**config.mk**
```make
export PLATFORM = sky130hd
export DESIGN_NAME = seq_adder_arbiter
export DESIGN_NICKNAME = d
export VERILOG_FILES = /design/src/rtl/seq_adder_arbiter.sv
export SDC_FILE = /design/constraint.sdc
export NUM_CORES = 1
export LEC_CHECK = 0
export BUFFER_PORTS_ARGS = -buffer_cell sky130_fd_sc_hd__buf_4
export CAP_MARGIN = 30
export CORE_MARGIN = 8
export CORE_UTILIZATION = 51
export DETAILED_ROUTE_END_ITERATION = 6
export PLACE_DENSITY = 0.81
export SLEW_MARGIN = 20
export SYNTH_ARGS = -nofsm -noshare
export SYNTH_HDL_FRONTEND = slang
export SYNTH_SLANG_ARGS = --single-unit
```
**constraint.sdc**
```tcl
create_clock -name clk_i -period 3.3 [get_ports clk_i]
set_input_delay 0.99 -clock clk_i [delete_from_list [all_inputs] [get_ports clk_i]]
set_output_delay 0.99 -clock clk_i [all_outputs]
set_load 0.02 [all_outputs]
```
**src/rtl/seq_adder_arbiter.sv**
```systemverilog
// Two-requester wide adder built on a single shared 4-bit slice.
// Round-robin grant, WIDTH/4 slice cycles per add, then a one-cycle done pulse.
module seq_adder_arbiter #(
    parameter int WIDTH = 16
) (
    input  logic             clk_i,
    input  logic             rst_i,
    input  logic             req0_i,
    input  logic             req1_i,
    input  logic [WIDTH-1:0] a0_i,
    input  logic [WIDTH-1:0] b0_i,
    input  logic [WIDTH-1:0] a1_i,
    input  logic [WIDTH-1:0] b1_i,
    input  logic             cin0_i,
    input  logic             cin1_i,
    output logic             gnt0_o,
    output logic             gnt1_o,
    output logic             busy_o,
    output logic [WIDTH-1:0] sum_o,
    output logic             cout_o,
    output logic             done_o,
    output logic             done_id_o
);

    localparam int SLICES = WIDTH / 4;
    localparam int KW     = (SLICES > 1) ? $clog2(SLICES) : 1;
    localparam logic [KW-1:0] LAST_K = KW'(SLICES - 1);

    typedef enum logic [1:0] {
        IDLE = 2'd0,
        ADD  = 2'd1,
        DONE = 2'd2
    } state_t;

    state_t           state_q;
    logic             last_id_q;
    logic             id_q;
    logic [WIDTH-1:0] a_q;
    logic [WIDTH-1:0] b_q;
    logic             carry_q;
    logic [KW-1:0]    k_q;
    logic [WIDTH-1:0] sum_q;
    logic             cout_q;
    logic             done_q;
    logic             done_id_q;
    logic             busy_q;

    logic [3:0]       a_sl [SLICES];
    logic [3:0]       b_sl [SLICES];
    logic [4:0]       slice_d;

    // Grant is combinational so a requester sees it in the cycle it is accepted.
    always_comb begin
        gnt0_o = 1'b0;
        gnt1_o = 1'b0;
        if (state_q == IDLE && !rst_i) begin
            if (req0_i && req1_i) begin
                gnt0_o = last_id_q;
                gnt1_o = !last_id_q;
            end else begin
                gnt0_o = req0_i;
                gnt1_o = req1_i;
            end
        end
    end

    generate
        for (genvar gi = 0; gi < SLICES; gi++) begin : g_slice
            assign a_sl[gi] = a_q[4*gi +: 4];
            assign b_sl[gi] = b_q[4*gi +: 4];
        end
    endgenerate

    assign slice_d = {1'b0, a_sl[k_q]} + {1'b0, b_sl[k_q]} + {4'b0000, carry_q};

    always_ff @(posedge clk_i or posedge rst_i) begin
        if (rst_i) begin
            state_q   <= IDLE;
            last_id_q <= 1'b1;
            id_q      <= 1'b0;
            a_q       <= '0;
            b_q       <= '0;
            carry_q   <= 1'b0;
            k_q       <= '0;
            sum_q     <= '0;
            cout_q    <= 1'b0;
            done_q    <= 1'b0;
            done_id_q <= 1'b0;
            busy_q    <= 1'b0;
        end else begin
            done_q <= 1'b0;
            case (state_q)
                IDLE: begin
                    if (gnt0_o || gnt1_o) begin
                        a_q       <= gnt1_o ? a1_i : a0_i;
                        b_q       <= gnt1_o ? b1_i : b0_i;
                        carry_q   <= gnt1_o ? cin1_i : cin0_i;
                        id_q      <= gnt1_o;
                        last_id_q <= gnt1_o;
                        k_q       <= '0;
                        busy_q    <= 1'b1;
                        state_q   <= ADD;
                    end
                end
                ADD: begin
                    sum_q[{k_q, 2'b00} +: 4] <= slice_d[3:0];
                    carry_q                  <= slice_d[4];
                    k_q                      <= k_q + KW'(1);
                    if (k_q == LAST_K) begin
                        cout_q    <= slice_d[4];
                        done_q    <= 1'b1;
                        done_id_q <= id_q;
                        k_q       <= '0;
                        state_q   <= DONE;
                    end
                end
                DONE: begin
                    busy_q  <= 1'b0;
                    state_q <= IDLE;
                end
                default: begin
                    busy_q  <= 1'b0;
                    state_q <= IDLE;
                end
            endcase
        end
    end

    assign busy_o    = busy_q;
    assign sum_o     = sum_q;
    assign cout_o    = cout_q;
    assign done_o    = done_q;
    assign done_id_o = done_id_q;

endmodule

```
==> run metrics, run 1 <==
period utilization 0.936; CTS tree done; CP Launch Type input pin; mean area per synthesized cell between 9 and 10 sq um; mux share of post-synthesis cell area 0.0649; Compound-Gate Fraction of Synth Area 0.131; layout cells sized above 1 0.323; largest family of logic cells by synthesized area simple AND/OR/NAND/NOR gates; RSZ-0062 raised after global routing no; postcts setup bufs 0; Rows 27; slack of the critical path 0.212 ns; final wirelength 7890 um; vias in the first global route 2817; Worst Path Arrival between 2 and 2.5 ns; Die W 92.0 um; Finished Core Util 0.712; Crit Path Max Fanout 3; Post-Synth Adder-Cell Area 0.0518; ant diodes 0; Worst-path clk slew 0.06 ns; hold_sp id_q$_DFFE_PP0P_; placed cells 458; fill count 455; post-synthesis simple-gate area fraction 0.199; IO Pins 92; TritonCTS Buffers 9; Post-DP HPWL ~6000 um; Post-synth EDFFs 0; initial antenna violation count 0; Syn Nets 387; Worst slew margin 0.578; number of port buffers approximately 90; CTS Sinks 59; post-placement setup slack approximately 0.21 ns; Layout Cells excl Fill 475; Clock Skew 0.00794 ns; Synth Flop Type dfrtp_1; routed vias roughly 2600; WL per Instance about 17 um; Final setup viols 0; Period minus WS final 3.09 ns; start point of the critical path rst_i; Setup TNS 0 ns; residual DRC count 0; Hold/Removal Path Class flip-flop to flip-flop; Die Area ~8500 sq um; synth unique cells between 40 and 50; final net count 479; Initial Utilization 0.532; Synth Area in XOR/XNOR 0.00594; Reg2Reg Launch Point k_q[0]$_DFFE_PP0P_; WS Path Type input pin to output pin; Max VDD drop slightly below 500 uV; First DRT Iteration DRCs around 110; top post-synthesis cells by count nand2_1 (80), dfrtp_1 (58), nor2_1 (36), a31oi_1 (32), clkbuf_1 (10); Clock Latency Late Sink ~0.34 ns; Die Y around 92 um; Leak a little under 2 nW; final RePlAce weighted congestion 0.844; Yosys warnings 0; Total GRT Usage 0.191; CP Data Required Time about 2.3 ns; worst slew pin tran 0.632 ns; Synth async-reset ratio 1.00; Final Power about 0.004 W; H-tree Lvls 3; fin. max-slew vios 0; Clock Tree Buf Depth 2; Syn Inst Count a little over 300; status finished, final reports clean; gr ovfl total 0; largest net degree at the start of global routing 71; core area 5540 sq um; Seq/Total Area, Yosys 0.501; PwrDens roughly 1000 nW/um^2; Fin. Hold Viols 0; Synth area leaders dfrtp_1 (49%), nand2_1 (10%), a31oi_1 (6.8%); Area Overhead vs Synth 33.7%; total of max-cap violations 0; first-pass GRT wire length ~13000 um; mapped cell area 2950 sq um; most common cell in the netlist nand2_1; drt via density 5.41; Setup crit end kind output pin; Fmax about 320 MHz; Synth top area share 0.492; hold buffers post-CTS 0; post_cts resized 0; ANT nets after route 0; drt pass-1 iters 4; Yosys top cell by area dfrtp_1; Yosys reg bits around 60; Clock Tree Root clkbuf_8
==> power breakdown <==
part	switching [W]	internal [W]	total (W)	leakage, nW
clock	0.000286	0.000520	0.000806	0.123
sequential	0.000213	0.00106	0.00127	0.722
combinational	0.00111	0.000845	0.00195	1.08
total	0.00161	0.00242	0.00403	1.93
==> state kept, by name, indices dropped and copies added, names as in the netlist, 2 cells and up <==
register	flops
k_q	2
sum_o	16
a_q	16
state_q	2
b_q	16
==> cells by family (layout without fill, tap and decap cells) <==
group                      after synthesis  in the layout
DFF                                     59             59
adders and majority gates               11             11
buffers and inverters                   27            124
AOI/OAI and AO/OA                       60             60
xor gates and xnor gates                 2              2
and+or+nand+nor                        138            138
muxes                                    9              9
==> per-layer routing <==
layer  track usage  part of all wire  vias up
met5             0                 0        -
li1              -                 -     1237
met4        0.0779             0.029        0
met2         0.309              0.48      104
met1         0.214              0.41     1208
met3        0.0880             0.080       23
==> placed cells by master, fill, tap and decap left out, drive strengths merged, types with 3 or more instances in the layout <==
cell    synthesis  final
buf             8     99
nand2b          3      3
a31oi          32     32
a22o            8      8
nand2          80     80
dfrtp          58     58
nand4           3      3
mux4            8      8
nor2b           3      3
nor2           36     36
ha              9      9
clkbuf         10     11
inv             8      8
bufinv          0      3
o21ai          11     11
clkinv          1      3
==> critical path: stages <==
cell and delay, ns:
buf_4 0.12, or4b_4 0.49, or2_4 0.29, clkinv_2 0.07, buf_4 0.14
==> through the flow <==
stage | hold slack, ns | area [sq um]
after floorplan | 0.441 | 2950
after global placement | 0.457 | 3670
after detailed placement | 0.475 | 3670
after CTS | 0.491 | 3920
after global routing | 0.517 | 3940
final | 0.484 | 3940
==> final cells by class <==
class | count | area (sq um) | area share
timing repair buffer | 99 | 763 | 0.194
clock inverter | 5 | 100 | 0.0254
multi-input combinational | 220 | 1340 | 0.339
clock buffer | 11 | 141 | 0.0359
sequential | 59 | 1480 | 0.375
inverter | 9 | 35.0 | 0.00889
tap | 72 | 90.1 | 0.0228
==> final timing paths <==
path	endpoint	slack, ns	cells past startpoint
worst min register to register	id_q$_DFFE_PP0P_	0.48	2
worst max register to register	sum_o[3]$_DFFE_PP0P_	0.81	7
worst max-delay path	gnt0_o	0.21	5
worst min-delay path	id_q$_DFFE_PP0P_	0.48	2
max in group asynchronous	b_q[8]$_DFFE_PP0P_	1.95	4
min in group asynchronous	state_q[0]$_DFFE_PP0P_	0.66	2
(Power assumes the default switching activity.)
==> inputs of run 2 (changes only) <==
CORE_ASPECT_RATIO = 0.9   (was unset)
clock period = 2.95 ns   (was 3.3 ns; I/O delays follow)
==> run 2 against run 1 <==
Against the previous run:
- final cell count is 0.63% lower
- sequential share of layout area grew 0.43 points
- worst hold slack gained 0.012 ns
- flip-flop and latch count unchanged
- sequential power grew 13%
- critical path type unchanged
- largest power group unchanged
==> run metrics, run 2 (same netlist as run 1, synthesis figures left out) <==
hold path endpoint sum_o[5]$_DFFE_PP0P_; final wirelength 7850 um (-0.58%); routed vias 2605 (+1.3%); drt pass-1 iters 4 (unchanged); Pint 0.00265 W (+9.2%); most frequent cells in the layout buf_4 (98), nand2_1 (80), dfrtp_1 (58); Area Overhead vs Synth 32.2%; clock network power share 0.188 (-0.012); Rows 26 (-3.7%); Crit Path Max Fanout 3 (unchanged); fill count 448 (-1.5%); Net Sw Power 0.00180 W (+12%); critical path's most frequent cell buf_4; Reg2Reg Launch Point k_q[0]$_DFFE_PP0P_; Worst slew margin 0.569 (-0.00937); initial antenna violation count 0 (unchanged); Die W 96.2 um (+4.5%); CTS Sinks 59 (unchanged); sw frac 0.404 (+0.00565); reg2reg end carry_q$_DFFE_PP0P_; flop-to-flop setup slack 0.42 ns (-0.39 ns); layout cells sized above 1 0.323 (+0.000802); CP Data Required Time 2.07 ns (-0.24 ns); Clock Tree Root clkbuf_8; H-tree Lvls 3 (unchanged); number of port buffers 91 (unchanged); R2R cell count 8 (+1); Setup TNS 0 ns (unchanged); first-pass GRT wire length 13100 um (+0.37%); TritonCTS Buffers 9 (unchanged); Period minus WS final around 2.9 ns; ANT nets after route 0 (unchanged); final hold slack 0.497 ns (+0.0124 ns); Fin. Hold Viols 0 (unchanged); hold_sp sum_o[5]$_DFFE_PP0P_; Clock Skew 0.00907 ns (+0.00113 ns); CTS tree done; final net count 478 (-0.21%); Initial Utilization 0.524 (-0.00828); Die Area 8480 sq um (about the same); worst slew pin tran 0.646 ns (+0.0141 ns); Total GRT Usage 0.200 (+0.00837); Worst-path clk slew 0.07 ns (about the same); First DRT Iteration DRCs 152 (+36%); Leak 1.91 nW (-0.88%); Post-DP HPWL 5890 um (-1.3%); CP Launch Type input pin; total of max-cap violations 0 (unchanged); IO Pins 92 (unchanged); Hold/Removal Path Class flip-flop to flip-flop; Reg area 1480 sq um (unchanged); Multi-input gate area 1340 sq um (unchanged); Clock Latency Late Sink 0.35 ns (about the same); post_cts resized 0 (unchanged); Die Y 88.1 um (-4.2%); slowest cell on the critical path or4b_4; Slowest Stage Delay on Critical Path 0.50 ns (about the same); Comb pwr share 0.491 (+0.007); Fmax between 300 and 400 MHz; hold buffers post-CTS 0 (unchanged); ant diodes 0 (unchanged); core area 5630 sq um (+1.6%); PwrDens 1140 nW/um^2 (+12%); period utilization 0.976; Clock Tree Buf Depth 2 (unchanged); final RePlAce weighted congestion 0.850 (+0.71%); Max VDD drop 591 uV (+21%); postcts setup bufs 0 (unchanged); WL per Instance 16.6 um (about the same); drt via density 5.52 (+1.9%); gr ovfl total 0 (unchanged); count of buffer and inverter cells on the critical path 3 (unchanged); commonest non-fill, non-tap cell in the layout buf_4; Worst Path Arrival 2.00 ns (-0.10 ns); vias in the first global route 2693 (-4.4%); RSZ-0062 raised after global routing no; largest net degree at the start of global routing 71 (unchanged); WS Path Type input pin to output pin; Seq pwr share 0.322 (+0.006); hold depth 2 (unchanged); residual DRC count 0 (unchanged); cell family with most CP delay simple AND/OR/NAND/NOR gates; Setup crit end kind output pin; Critical Path, Cell by Cell buf_4 -> or4b_4 -> or2_4 -> clkinv_2 -> buf_4; fin. max-slew vios 0 (unchanged); Final setup viols 0 (unchanged); status finished, final reports clean
==> run 2: final cells by class <==
cell class	count	area share
clock buffers	11	0.0388
well taps	70	0.0225
repair buffers	98	0.189
multi-input cells	220	0.343
inverters	9	0.00899
clock inverters	5	0.0193
flip-flops and latches	59	0.379
==> run 2: power by group through the flow <==
stage	clock network (W)	logic, W	registers [W]
2_1_floorplan	0	0.00144	0.00146
3_3_place_gp	0	0.00208	0.00142
6_report	0.000834	0.00218	0.00143
4_1_cts	0.000847	0.00218	0.00143
5_1_grt	0.000886	0.00239	0.00148
3_5_place_dp	0	0.00216	0.00144
==> run 2: per-layer routing <==
layer	global-route usage	routed length, um	vias to the layer above	part of all wire
met5	0	0	-	0
met4	0.0544	108	0	0.014
met3	0.0754	620	16	0.079
met2	0.320	3900	91	0.50
met1	0.245	3220	1258	0.41
li1	-	-	1240	-
==> run 2: worst reg2reg max path, delay by kind of cell (launching register included) <==
family                     cells  cell delay, ns
AOI/OAI and AO/OA              2            0.28
adders and majority gates      2            0.66
buffers and inverters          1            0.09
DFF                            1            0.54
muxes                          1            0.58
and+or+nand+nor                2            0.26
==> run 2: stage by stage <==
stage	area (sq um)	cells	setup WS, ns	util	power, W
6_report	3900	472	0.0698	0.693	0.00444
3_3_place_gp	3670	456	0.101	0.652	0.00349
4_1_cts	3900	472	0.0796	0.693	0.00446
3_5_place_dp	3670	456	0.0810	0.652	0.00360
2_1_floorplan	2950	306	0.192	-	0.00290
5_1_grt	3900	472	0.0625	0.693	0.00476
==> run 2: worst max-delay path by stage <==
stage | end | start | cells past startpoint | slack, ns
3_3_place_gp | gnt0_o | rst_i | 5 | 0.10
2_1_floorplan | gnt0_o | rst_i | 4 | 0.19
5_1_grt | gnt0_o | rst_i | 5 | 0.06
6_report | gnt0_o | rst_i | 5 | 0.07
3_5_place_dp | gnt0_o | rst_i | 5 | 0.08
4_1_cts | gnt0_o | rst_i | 5 | 0.08
